File: config.mk
export PLATFORM = sky130hd
export DESIGN_NAME = branch_resolve_unit_flat
export DESIGN_NICKNAME = d
export VERILOG_FILES = /design/src/rtl/branch_resolve_if.sv /design/src/rtl/branch_resolve_unit.sv /design/src/flat_wrapper.sv
export SDC_FILE = /design/constraint.sdc
export NUM_CORES = 1
export LEC_CHECK = 0
export ABC_AREA = 1
export ABC_CLOCK_PERIOD_IN_PS = 1700
export CORE_MARGIN = 2
export CORE_UTILIZATION = 37
export DETAILED_ROUTE_END_ITERATION = 6
export PLACE_DENSITY = 0.8
export SETUP_SLACK_MARGIN = 0.1
export SLEW_MARGIN = 15
export SYNTH_ARGS = -nofsm -noshare
export SYNTH_HDL_FRONTEND = slang
export SYNTH_SLANG_ARGS = --single-unit
export TNS_END_PERCENT = 20
File: constraint.sdc
create_clock -name clk -period 1.7 [get_ports clk]
set_clock_uncertainty 0.15 [all_clocks]
set_input_delay 0.255 -clock clk [delete_from_list [all_inputs] [get_ports clk]]
set_output_delay 0.255 -clock clk [all_outputs]
set_load 0.05 [all_outputs]
File: src/rtl/branch_resolve_if.sv
// Branch resolve bus between the execute stage and the branch resolve unit.
//
// Purpose: bundles the decoder/ALU controls going into the branch resolve unit
// with the redirect, flush, flag and statistics outputs coming back from it.
//
// Signals:
//   Valid, Stall            execute-stage qualifiers
//   BranchSelect[1:0]       00 none, 01 always, 10 equal (Z), 11 less-than (N^V)
//   SetFlags                instruction writes NZCV
//   ALUFlags[3:0]           {N,Z,C,V} from the ALU
//   BranchTarget[ADDR_W]    resolved branch target
//   PCSrc, NextPC           one-cycle redirect strobe and address to fetch
//   Flush                   squash IF/ID/EX
//   Flags[3:0]              architectural NZCV register
//   TakenCount[CNT_W]       taken-branch counter
//
// Modports: master = execute stage side (drives controls), slave = the unit.
interface branch_resolve_if #(
  parameter int ADDR_W = 32,
  parameter int CNT_W  = 16
);
  logic              Valid;
  logic              Stall;
  logic [1:0]        BranchSelect;
  logic              SetFlags;
  logic [3:0]        ALUFlags;
  logic [ADDR_W-1:0] BranchTarget;
  logic              PCSrc;
  logic [ADDR_W-1:0] NextPC;
  logic              Flush;
  logic [3:0]        Flags;
  logic [CNT_W-1:0]  TakenCount;

  modport master (
    output Valid, Stall, BranchSelect, SetFlags, ALUFlags, BranchTarget,
    input  PCSrc, NextPC, Flush, Flags, TakenCount
  );

  modport slave (
    input  Valid, Stall, BranchSelect, SetFlags, ALUFlags, BranchTarget,
    output PCSrc, NextPC, Flush, Flags, TakenCount
  );
endinterface

File: src/rtl/branch_resolve_unit.sv
// Branch resolve unit (execute stage).
//
// Purpose: holds the architectural NZCV register, evaluates the branch
// condition using same-cycle forwarded ALU flags, and on a taken branch emits a
// one-cycle PC redirect followed by a FLUSH_CYCLES-long squash window. Also
// counts taken branches.
//
// Ports:
//   clk   system clock, rising edge
//   rst   synchronous reset, active-high
//   bus   branch_resolve_if.slave (controls in; PCSrc/NextPC/Flush/Flags/TakenCount out)
//
// Parameters:
//   ADDR_W        PC / target width
//   FLUSH_CYCLES  cycles Flush stays high after a taken branch (0..7)
//   CNT_W         taken-branch counter width
module branch_resolve_unit #(
  parameter int ADDR_W       = 32,
  parameter int FLUSH_CYCLES = 2,
  parameter int CNT_W        = 16
) (
  input logic              clk,
  input logic              rst,
  branch_resolve_if.slave  bus
);

  localparam logic [2:0] FLUSH_LOAD = 3'(FLUSH_CYCLES);

  logic              pcsrc_q;
  logic [ADDR_W-1:0] next_pc_q;
  logic              flush_q;
  logic [2:0]        flush_cnt;
  logic [2:0]        flush_cnt_next;
  logic [3:0]        flags_q;
  logic [CNT_W-1:0]  taken_cnt;

  logic eff_n;
  logic eff_z;
  logic eff_v;
  logic cond;
  logic active;
  logic taken;

  // A compare-and-branch must see its own fresh ALU flags, so the flags used
  // for the condition come straight from the ALU whenever the instruction
  // also writes NZCV. Carry never participates in branching.
  assign eff_n = bus.SetFlags ? bus.ALUFlags[3] : flags_q[3];
  assign eff_z = bus.SetFlags ? bus.ALUFlags[2] : flags_q[2];
  assign eff_v = bus.SetFlags ? bus.ALUFlags[0] : flags_q[0];

  always_comb begin
    cond = 1'b0;
    unique case (bus.BranchSelect)
      2'b00: cond = 1'b0;
      2'b01: cond = 1'b1;
      2'b10: cond = eff_z;
      2'b11: cond = eff_n ^ eff_v;
      default: cond = 1'b0;
    endcase
  end

  // Anything arriving during the flush window is on the wrong path.
  assign active = bus.Valid & ~bus.Stall & ~flush_q;
  assign taken  = active & cond;

  // A taken branch reloads the flush window; otherwise it drains by one.
  always_comb begin
    flush_cnt_next = flush_cnt;
    if (taken) begin
      flush_cnt_next = FLUSH_LOAD;
    end else if (flush_cnt != 3'd0) begin
      flush_cnt_next = flush_cnt - 3'd1;
    end
  end

  // Stall freezes every register, including the redirect pulse, so the fetch
  // stage still sees PCSrc once the pipeline resumes.
  always_ff @(posedge clk) begin
    if (rst) begin
      pcsrc_q   <= 1'b0;
      next_pc_q <= '0;
      flush_q   <= 1'b0;
      flush_cnt <= 3'd0;
      flags_q   <= 4'b0000;
      taken_cnt <= '0;
    end else if (!bus.Stall) begin
      pcsrc_q   <= taken;
      flush_cnt <= flush_cnt_next;
      flush_q   <= (flush_cnt_next != 3'd0);
      if (taken) begin
        next_pc_q <= bus.BranchTarget;
        taken_cnt <= taken_cnt + CNT_W'(1);
      end
      if (active && bus.SetFlags) begin
        flags_q <= bus.ALUFlags;
      end
    end
  end

  assign bus.PCSrc      = pcsrc_q;
  assign bus.NextPC     = next_pc_q;
  assign bus.Flush      = flush_q;
  assign bus.Flags      = flags_q;
  assign bus.TakenCount = taken_cnt;

endmodule

File: src/flat_wrapper.sv
// flat-port wrapper written by rule: the top's interface ports become plain ports
module branch_resolve_unit_flat 
#(
  parameter int ADDR_W       = 32,
  parameter int FLUSH_CYCLES = 2,
  parameter int CNT_W        = 16
)
  (clk, rst, bus_Valid, bus_Stall, bus_BranchSelect, bus_SetFlags, bus_ALUFlags, bus_BranchTarget, bus_PCSrc, bus_NextPC, bus_Flush, bus_Flags, bus_TakenCount);
  branch_resolve_if #(.ADDR_W(ADDR_W), .CNT_W(CNT_W)) bus_i ();
  input logic clk;
  input logic rst;
  input wire logic [$bits(bus_i.Valid)-1:0] bus_Valid;
  input wire logic [$bits(bus_i.Stall)-1:0] bus_Stall;
  input wire logic [$bits(bus_i.BranchSelect)-1:0] bus_BranchSelect;
  input wire logic [$bits(bus_i.SetFlags)-1:0] bus_SetFlags;
  input wire logic [$bits(bus_i.ALUFlags)-1:0] bus_ALUFlags;
  input wire logic [$bits(bus_i.BranchTarget)-1:0] bus_BranchTarget;
  output wire logic [$bits(bus_i.PCSrc)-1:0] bus_PCSrc;
  output wire logic [$bits(bus_i.NextPC)-1:0] bus_NextPC;
  output wire logic [$bits(bus_i.Flush)-1:0] bus_Flush;
  output wire logic [$bits(bus_i.Flags)-1:0] bus_Flags;
  output wire logic [$bits(bus_i.TakenCount)-1:0] bus_TakenCount;
  assign bus_i.Valid = bus_Valid;
  assign bus_i.Stall = bus_Stall;
  assign bus_i.BranchSelect = bus_BranchSelect;
  assign bus_i.SetFlags = bus_SetFlags;
  assign bus_i.ALUFlags = bus_ALUFlags;
  assign bus_i.BranchTarget = bus_BranchTarget;
  assign bus_PCSrc = bus_i.PCSrc;
  assign bus_NextPC = bus_i.NextPC;
  assign bus_Flush = bus_i.Flush;
  assign bus_Flags = bus_i.Flags;
  assign bus_TakenCount = bus_i.TakenCount;
  branch_resolve_unit #(.ADDR_W(ADDR_W), .FLUSH_CYCLES(FLUSH_CYCLES), .CNT_W(CNT_W)) u_core (.clk(clk), .rst(rst), .bus(bus_i));
endmodule
==> impl_results.md <==
- Status: finished clean
- Post CTS Setup Buffer Count: 0
- Min-Delay Path Class: input port to flop
- Pint: around 2.5 mW
- Worst EP required: between 1.5 and 2 ns
- Post-DP Area: 3620 sq um
- Maximum clock rate: between 600 and 700 MHz
- Post-Layout Cell Count: 538
- Endpoints failing hold: 0
- DRT iter0 DRCs: roughly 120
- Seq pwr share: roughly 40%
- Detail Placement HPWL: between 4000 and 5000 um
- Clock Path Buffers: 2
- RSZ-0062 raised after global routing: yes
- Commonest non-fill, non-tap cell in the layout: nor2_1
- Vias/cell: between 4 and 5
- CTS tree: done
- Most used cell, CP: nand2_1
- Worst setup SP type: input port
- Max Cap Viol: 0
- Fillers: 576
- Syn Area/Cell: ~7.2 sq um
- Synth Cell Area: 2500 sq um
- Leakage power: ~1.6 nW
- CP Capture Type: flop
- Diode count: 0
- Nets: around 500
- Peak VDD IR: about 0.00052 V
- Final core occ: roughly three fifths
- Setup CP Type: input port to flop
- P&R area growth vs syn: 57.9%
- Largest net degree at the start of global routing: 29
- Worst-path fanout max: 14
- Via count: approximately 2.6k
- Final worst setup slack: about 0.15 ns
- Arr. time, crit path: roughly 1.7 ns
- Post-route cell area: approximately 3900 sq um
- Max transition margin: 82.8%
- Die width: 86.2 um
- Fin Hold WS: between 0.1 and 0.15 ns
- Post-route minimum period: around 1.6 ns
- Root Driver: clkbuf_8
- Share of the clock period used by the worst path: about nine tenths
- Drt pass-1 iters: 4
- Die height: between 80 and 90 um
- Num rows: 29
- GRT Util Overall: roughly 18%
- Sw Ratio: 30.1%
- CP cell instances: clkdlybuf4s50_1 > inv_1 > nand2_1 > nand3_2 > a21oi_4 > nand2_4 > inv_6 > buf_12 > nand2_1 > a21oi_1
- Synth Instances: 348
- Placed Cells: between 500 and 600
- Initial antenna violation count: 0
- Antenna-violating nets left: 0
- Total die area: about 7400 sq um
- Most frequent cells in the layout: nor2_1 (75), nand2_1 (66), buf_4 (54)
- Clock buffers created by TritonCTS: 9
- PortBufs: 96
- Combinational Power Share: 21.8%
- Sequential cell area fraction in the yosys report: between 40% and 50%
- Tot Pwr: between 3 and 4 mW
- Synth warn: 0
- Total congestion overflow: 0
- Synth cell types: 21
- Htree depth: 3
- Clock Sinks: 57
- Slew @ Worst Pin: between 0.2 and 0.3 ns
- Number of global-route vias before repair: about 2.4k
- Syn Nets: 394
- Clk pwr share: between 30% and 40%
- Setup violators final: 0
- Setup TNS: 0 ns
- DRC Markers: 0
- Place WS: -0.258 ns
- DR WL/cell: roughly 12 um
- Sw Pwr: approximately 1.1 mW
- Worst-skew pair later-pin latency: approximately 0.34 ns
- Placer's final routability congestion estimate: about 0.91
- I/O pins: 97
- Initial Util: 38.7%
- CP delay by family, top: buffers and inverters
- Clock Pin Slew Worst Setup and Hold Paths: approximately 0.070 ns
- Pwr/cell area: ~900 nW/um^2
- Fin. max-slew vios: 0
- Core Area: 6460 sq um
- WL final: ~6500 um
- Synthesis-stage register bit count: 57
- Buf/Inv on CP: 4
- Share of post-route cells with drive strength above 1: around a quarter
- First-pass GRT wire length: ~11000 um
- CP max stage delay: 0.47 ns
- CP max stage cell: clkdlybuf4s50_1
[tightest hold or removal path: stages]
cell	delay [ns]
dlymetal6s2s_1	0.12
o21ai_0	0.10
a21oi_1	0.10
[flip-flops by register name, indices dropped and copies added, names as in the netlist]
| name | cells |
|---|---|
| u_core.bus.NextPC | 32 |
| u_core.bus.TakenCount | 16 |
| u_core.bus.Flags | 4 |
| u_core.flush_cnt | 3 |
| u_core.bus.Flush | 1 |
| u_core.bus.PCSrc | 1 |
[logic make-up after synthesis]
logic type               share of synthesized area [%]
AO/OA/AOI/OAI                                     13.5
XOR/XNOR                                          4.55
adder cells (fa/ha/maj)                           1.50
buffers and inverters                             7.55
flip-flops                                        45.6
multiplexers                                     0.400
AND/OR/NAND/NOR                                   26.9
[area by class of cell]
cell class / count / area (sq um) / area share, %
repair buffers: 113 / 1170 / 29.6
well taps: 77 / 96.3 / 2.44
multi-input cells: 250 / 1220 / 30.9
flip-flops and latches: 57 / 1160 / 29.4
clock buffers: 11 / 153 / 3.87
clock inverters: 5 / 52.6 / 1.33
inverters: 25 / 98.8 / 2.50
[worst paths after layout]
path | slack [ns] | cells past startpoint | endpoint | startpoint
max | 0.15 | 10 | u_core.bus.TakenCount[5] | bus_ALUFlags[2]
min | 0.14 | 3 | u_core.bus.Flags[0] | bus_ALUFlags[0]
max reg2reg | 0.22 | 8 | u_core.bus.TakenCount[5] | u_core.bus.Flush
min reg2reg | 0.30 | 2 | u_core.bus.Flags[1] | u_core.bus.Flags[1]
[cells in the mapped netlist]
cell type,instances,area (sq um)
nand4_1,3,18.8
buf_6,4,45.0
buf_2,4,20.0
mux2i_1,1,10.0
inv_2,2,7.51
nand3b_1,1,7.51
o21ai_0,41,205
ha_1,3,37.5
xnor2_1,3,26.3
a21oi_4,1,16.3
a21oi_1,23,115
nand2_4,1,11.3
nand3_1,12,60.1
nor2_1,81,304
nand3_2,1,10.0
nor3_1,2,10.0
xor2_1,10,87.6
nand2_1,67,251
dfxtp_1,57,1140
clkbuf_1,8,30.0
inv_1,23,86.3
[power by group through the flow]
stage	Combinational, mW	Sequential [mW]	Clock [mW]
after floorplan	0.238	1.71	0
after global placement	0.722	1.49	0
after detailed placement	0.736	1.49	0
after CTS	0.738	1.46	1.34
after global routing	0.839	1.47	1.41
final	0.773	1.46	1.31
[routing by layer]
layer  global-route usage [%]  vias to the layer above  wire length [um]
met5                        0                        -                 0
met4                     8.38                        0               126
met3                     4.48                       12               396
met2                     28.9                       83              3020
met1                     22.2                     1142              3000
li1                         -                     1324                 -
[what timing repair did]
item	CTS	global route
gates cloned	0	2
endpoints found under the setup margin	1	50
pin swaps	0	3
resized for setup	0	26
hold buffers	0	0
Power figures use the tool's default switching activity.
==> variant 1 (config.mk and constraints unchanged) <==
`ADDR_W` is set to 32 in 3 places; all go to 40.
--- a/src/rtl/branch_resolve_if.sv
+++ b/src/rtl/branch_resolve_if.sv
@@ -17,5 +17,5 @@
 // Modports: master = execute stage side (drives controls), slave = the unit.
 interface branch_resolve_if #(
-  parameter int ADDR_W = 32,
+  parameter int ADDR_W = 40,
   parameter int CNT_W  = 16
 );
--- a/src/rtl/branch_resolve_unit.sv
+++ b/src/rtl/branch_resolve_unit.sv
@@ -16,5 +16,5 @@
 //   CNT_W         taken-branch counter width
 module branch_resolve_unit #(
-  parameter int ADDR_W       = 32,
+  parameter int ADDR_W       = 40,
   parameter int FLUSH_CYCLES = 2,
   parameter int CNT_W        = 16
--- a/src/flat_wrapper.sv
+++ b/src/flat_wrapper.sv
@@ -2,5 +2,5 @@
 module branch_resolve_unit_flat 
 #(
-  parameter int ADDR_W       = 32,
+  parameter int ADDR_W       = 40,
   parameter int FLUSH_CYCLES = 2,
   parameter int CNT_W        = 16
Interface: changed (resized bus_BranchTarget and bus_NextPC); port bits go from 97 to 113. The function was not compared with the original's and may differ.
==> variant 1 against the unedited design <==
Worst setup slack worse by 0.0064 ns. Register-to-register slack worse by 0.03 ns. Synthesized cell count is 17% higher. Critical path depth stayed put. Power is 4.8% higher. Wire length is 16% higher. Utilization is 1.5 points lower. Die area is 12% higher. Combinational power is 4.1% higher. Final area is 11% higher. Global-route usage is 0.23 points lower. Synthesized area is 13% higher. Worst hold slack better by 0.12 ns. Sequential cell count is 8 higher. Critical endpoint is now u_core.bus.NextPC[25]$_SDFFE_PP0P_. Largest power group unchanged.
==> variant 1: results (changes against the unedited design) <==
* Clk Latency, worst-skew pair at 0.32 ns (was 0.34 ns)
* Register share of total power at 44.2% (was 41.2%)
* Fill cells at 660 (was 576)
* Mean Syn Cell Area at 6.965 sq um (was 7.187 sq um)
* Net count reported at finish at 579 (was 502)
* Seq/Total Area, Yosys at 46.02% (was 45.62%)
* Multi-In Gates at 291 (was 250)
* Resized cells post-CTS at 0 (unchanged)
* Seq_cells at 65 (was 57)
* Vias at 2956 (was 2561)
* Top cells by instance count after synthesis: nor2_1, nand2_1, dfxtp_1 (unchanged)
* Routing usage on met3 at 5.477% (was 4.476%)
* Worst Max-Slew Pin Slew at 0.2948 ns (was 0.2567 ns)
* PortBufs at 112 (was 96)
* Largest net degree at the start of global routing at 35 (was 29)
* Post-Layout Cell Count at 629 (was 538)
* Synth Area in Compound Gates at 12.74% (was 13.46%)
* Dpl ws at -0.2358 ns (was -0.2583 ns)
* CTS Hold Buffers Added at 0 (unchanged)
* Status: completed (unchanged)
* Fraction of area in clock buffers and inverters at 4.294% (was 5.196%)
* Share of cell area taken by multi-input logic gates at 30.63% (was 30.86%)
* Post-synthesis adder-cell area fraction at 1.327% (was 1.501%)
* Vias in the first global route at 2743 (was 2425)
* Total track usage at 17.58% (was 17.81%)
* Cell total after placement at 610 (was 520)
* Starting DRT DRC Count at 132 (was 116)
* Detail Placement HPWL at 5382 microns (was 4549 microns)
* Leakage power at 1.821 nW (was 1.647 nW)
* First-pass GRT wire length at 12120 microns (was 10630 microns)
* Share of layout cells above drive strength 1 at 22.64% (was 25.16%)
* Clk. pwr at 1.27 mW (was 1.31 mW)
* Layout area overhead at 54.56% (was 57.88%)
* Maximum VDD drop at 0.5215 mV (was 0.5202 mV)
* Crit-path max FO at 15 (was 14)
* Final wirelength at 7572 microns (was 6539 microns)
* Largest cells by area after synthesis: dfxtp_1, nor2_1, nand2_1 (unchanged)
* Sequential cell area at 0.001325 sq mm (was 0.001160 sq mm)
* Non-clock buffer count at 127 (was 113)
* Root Driver: clkbuf_8 (unchanged)
* Non-clock inverter count at 31 (was 25)
* Post-synth net total at 460 (was 394)
* Placement Cell Area at 0.004073 sq mm (was 0.003622 sq mm)
* Mux share of post-synthesis cell area at 0% (was 0.4002%)
* Met2 usage at 31.00% (was 28.89%)
* Xor and xnor area share after synthesis at 2.788% (was 4.552%)
* Reg clk slew, reported paths at 0.07 ns (about the same)
* Largest register FFs at 40 (was 32)
* Switching pwr at 1.118 mW (was 1.068 mW)
* Number of warnings issued by yosys at 0 (unchanged)
* Distinct cell type count after synthesis at 19 (was 21)
* Seq power at 1.64 mW (was 1.46 mW)
* Non-Clock Buffer Area Fraction at 29.26% (was 29.63%)
* Multi-input logic area at 0.001339 sq mm (was 0.001219 sq mm)
* Max stage delay on crit path at 0.50 ns (was 0.47 ns)
* RePlAce Congestion at 0.8955 (was 0.9128)
* GRT met1 Usage at 19.60% (was 22.24%)
## variant 1: critical path: cells and delay by family
kind	cells	cell delay, ns
AND/OR/NAND/NOR	6	0.50
buffers and inverters	4	0.87
## variant 1: layer usage
| layer | vias up | share of wire [%] |
|---|---|---|
| met1 | 1332 | 41 |
| li1 | 1517 | - |
| met5 | - | 0 |
| met4 | 0 | 1.3 |
| met2 | 97 | 50 |
| met3 | 10 | 7.5 |
## variant 1: worst paths after layout
path / from / endpoint / slack, ns / depth (start not counted)
worst min register to register: u_core.bus.PCSrc$_SDFFE_PP0N_ / u_core.bus.PCSrc$_SDFFE_PP0N_ / 0.32 / 2
worst max register to register: u_core.flush_cnt[0]$_SDFFE_PP0N_ / u_core.bus.Flush$_SDFFE_PP0N_ / 0.19 / 9
worst max-delay path: bus_ALUFlags[3] / u_core.bus.NextPC[25]$_SDFFE_PP0P_ / 0.14 / 10
worst min-delay path: bus_SetFlags / u_core.bus.Flags[1]$_SDFFE_PP0P_ / 0.26 / 4
==> variant 2 (same settings) <==
Without the edit above. Make the reset (`rst`) asynchronous in one clocked block. Comments in the files are not updated.
--- a/src/rtl/branch_resolve_unit.sv
+++ b/src/rtl/branch_resolve_unit.sv
@@ -76,5 +76,5 @@
   // Stall freezes every register, including the redirect pulse, so the fetch
   // stage still sees PCSrc once the pipeline resumes.
-  always_ff @(posedge clk) begin
+  always_ff @(posedge clk or posedge rst) begin
     if (rst) begin
       pcsrc_q   <= 1'b0;
Check against the original RTL: differs if rst is asserted again (counterexample within 4 cycles, from zero or initial values and one cycle with rst high); with rst held inactive, the same outputs for 10 cycles.
==> variant 2 against the unedited design <==
Global-route usage is 0.74 points lower. Sequential share of layout area is 5.6 points higher. Critical path type is now reg2reg. Synthesized area up 5.4%. Sequential cell count unchanged. Final area grew 3.5%. Wire length decreased by 1.4%. Largest cell class is now sequential cells. Highest routed layer unchanged. Worst setup slack better by 0.011 ns. Die area is 5.1% higher.
Power is not compared: it rests on default switching activity, and its combinational part moved more than twofold at a synthesized area within 25%.
==> variant 2: results (changes against the unedited design) <==
* Critical Path Sink: u_core.bus.TakenCount[12]$_DFFE_PP0P_ (was u_core.bus.TakenCount[5]$_SDFFE_PP0P_)
* WL/cell at 11.94 microns (was 12.15 microns)
* Distinct cell type count after synthesis at 25 (was 21)
* Layout Utilization at 59.84% (was 61.14%)
* Non-Clock Buffer Area Fraction at 28.80% (was 29.63%)
* Met2 routed WL at 3224 microns (was 3021 microns)
* Seq_cells at 57 (unchanged)
* Multi-In Gates at 230 (was 250)
* Max stage delay on crit path at 0.44 ns (was 0.47 ns)
* Top cells by instance count after synthesis: nand2_1, dfrtp_1, inv_1 (was nor2_1, nand2_1, dfxtp_1)
* Sequential cell area at 0.001431 sq mm (was 0.001160 sq mm)
* Hold Slack at 0.2066 ns (was 0.1370 ns)
* Placement Cell Area at 0.003860 sq mm (was 0.003622 sq mm)
* FF-to-FF setup slack at 0.16 ns (was 0.22 ns)
* Via/cell ratio at 4.567 (was 4.760)
* Mean Syn Cell Area at 8.087 sq um (was 7.187 sq um)
* Largest net degree at the start of global routing at 32 (was 29)
* Dpl ws at -0.2128 ns (was -0.2583 ns)
* Total track usage at 17.07% (was 17.81%)
* RePlAce Congestion at 0.8528 (was 0.9128)
* Worst-path cell with the longest stage delay: dfrtp_2 (was clkdlybuf4s50_1)
* Post-Layout Cell Count at 540 (was 538)
* Post-synth net total at 372 (was 394)
* HP Class: in2async (was in2reg)
* Multi-input logic area at 0.001084 sq mm (was 0.001219 sq mm)
* Fill cells at 591 (was 576)
* Non-clock inverter count at 29 (was 25)
* Met2 usage at 29.87% (was 28.89%)
* Top_reg_cell synth: dfrtp_1 (was dfxtp_1)
* First-pass GRT wire length at 10390 microns (was 10630 microns)
* Crit-path max FO at 4 (was 14)
* Resized cells post-CTS at 2 (was 0)
* Ys async rst share at 100.0% (was 0%)
* Seq/Total Area, Yosys at 54.11% (was 45.62%)
* Net count reported at finish at 485 (was 502)
* Share of layout cells above drive strength 1 at 24.55% (was 25.16%)
* Fraction of area in clock buffers and inverters at 3.979% (was 5.196%)
* Vias in the first global route at 2406 (was 2425)
* Worst Max-Slew Pin Slew at 0.4073 ns (was 0.2567 ns)
* Routing usage on met3 at 3.731% (was 4.476%)
* Largest cells by area after synthesis: dfrtp_1, nand2_1, inv_1 (was dfxtp_1, nor2_1, nand2_1)
* Non-clock buffer count at 112 (was 113)
* Clk_buf instances at 10 (was 11)
* CP arrival at 1.61 ns (was 1.67 ns)
* Met3 wire len at 365 microns (was 396 microns)
* Starting DRT DRC Count at 112 (was 116)
* Status: completed (unchanged)
* GRT met1 Usage at 19.99% (was 22.24%)
variant 2: cell count changes after synthesis, moves of 6 or more:
| cell | unedited run | this run |
|---|---|---|
| a21oi_1 | 23 | 0 |
| dfrtp_1 | 0 | 57 |
| dfxtp_1 | 57 | 0 |
| nand2_1 | 67 | 157 |
| nor2_1 | 81 | 16 |
| o21ai_0 | 41 | 13 |
| xor2_1 | 10 | 4 |
variant 2: tightest hold or removal path: stages:
cell and delay, ns:
clkdlybuf4s50_1 0.44, clkinvlp_4 0.09, buf_4 0.30
variant 2: kinds of logic after synthesis:
family | Yosys count | share of synthesized area (%)
flip-flops | 57 | 54.11
XOR/XNOR | 9 | 2.990
adder cells (fa/ha/maj) | 3 | 1.424
buffers and inverters | 39 | 6.597
AO/OA/AOI/OAI | 19 | 3.892
multiplexers | 1 | 0.4271
AND/OR/NAND/NOR | 198 | 30.57
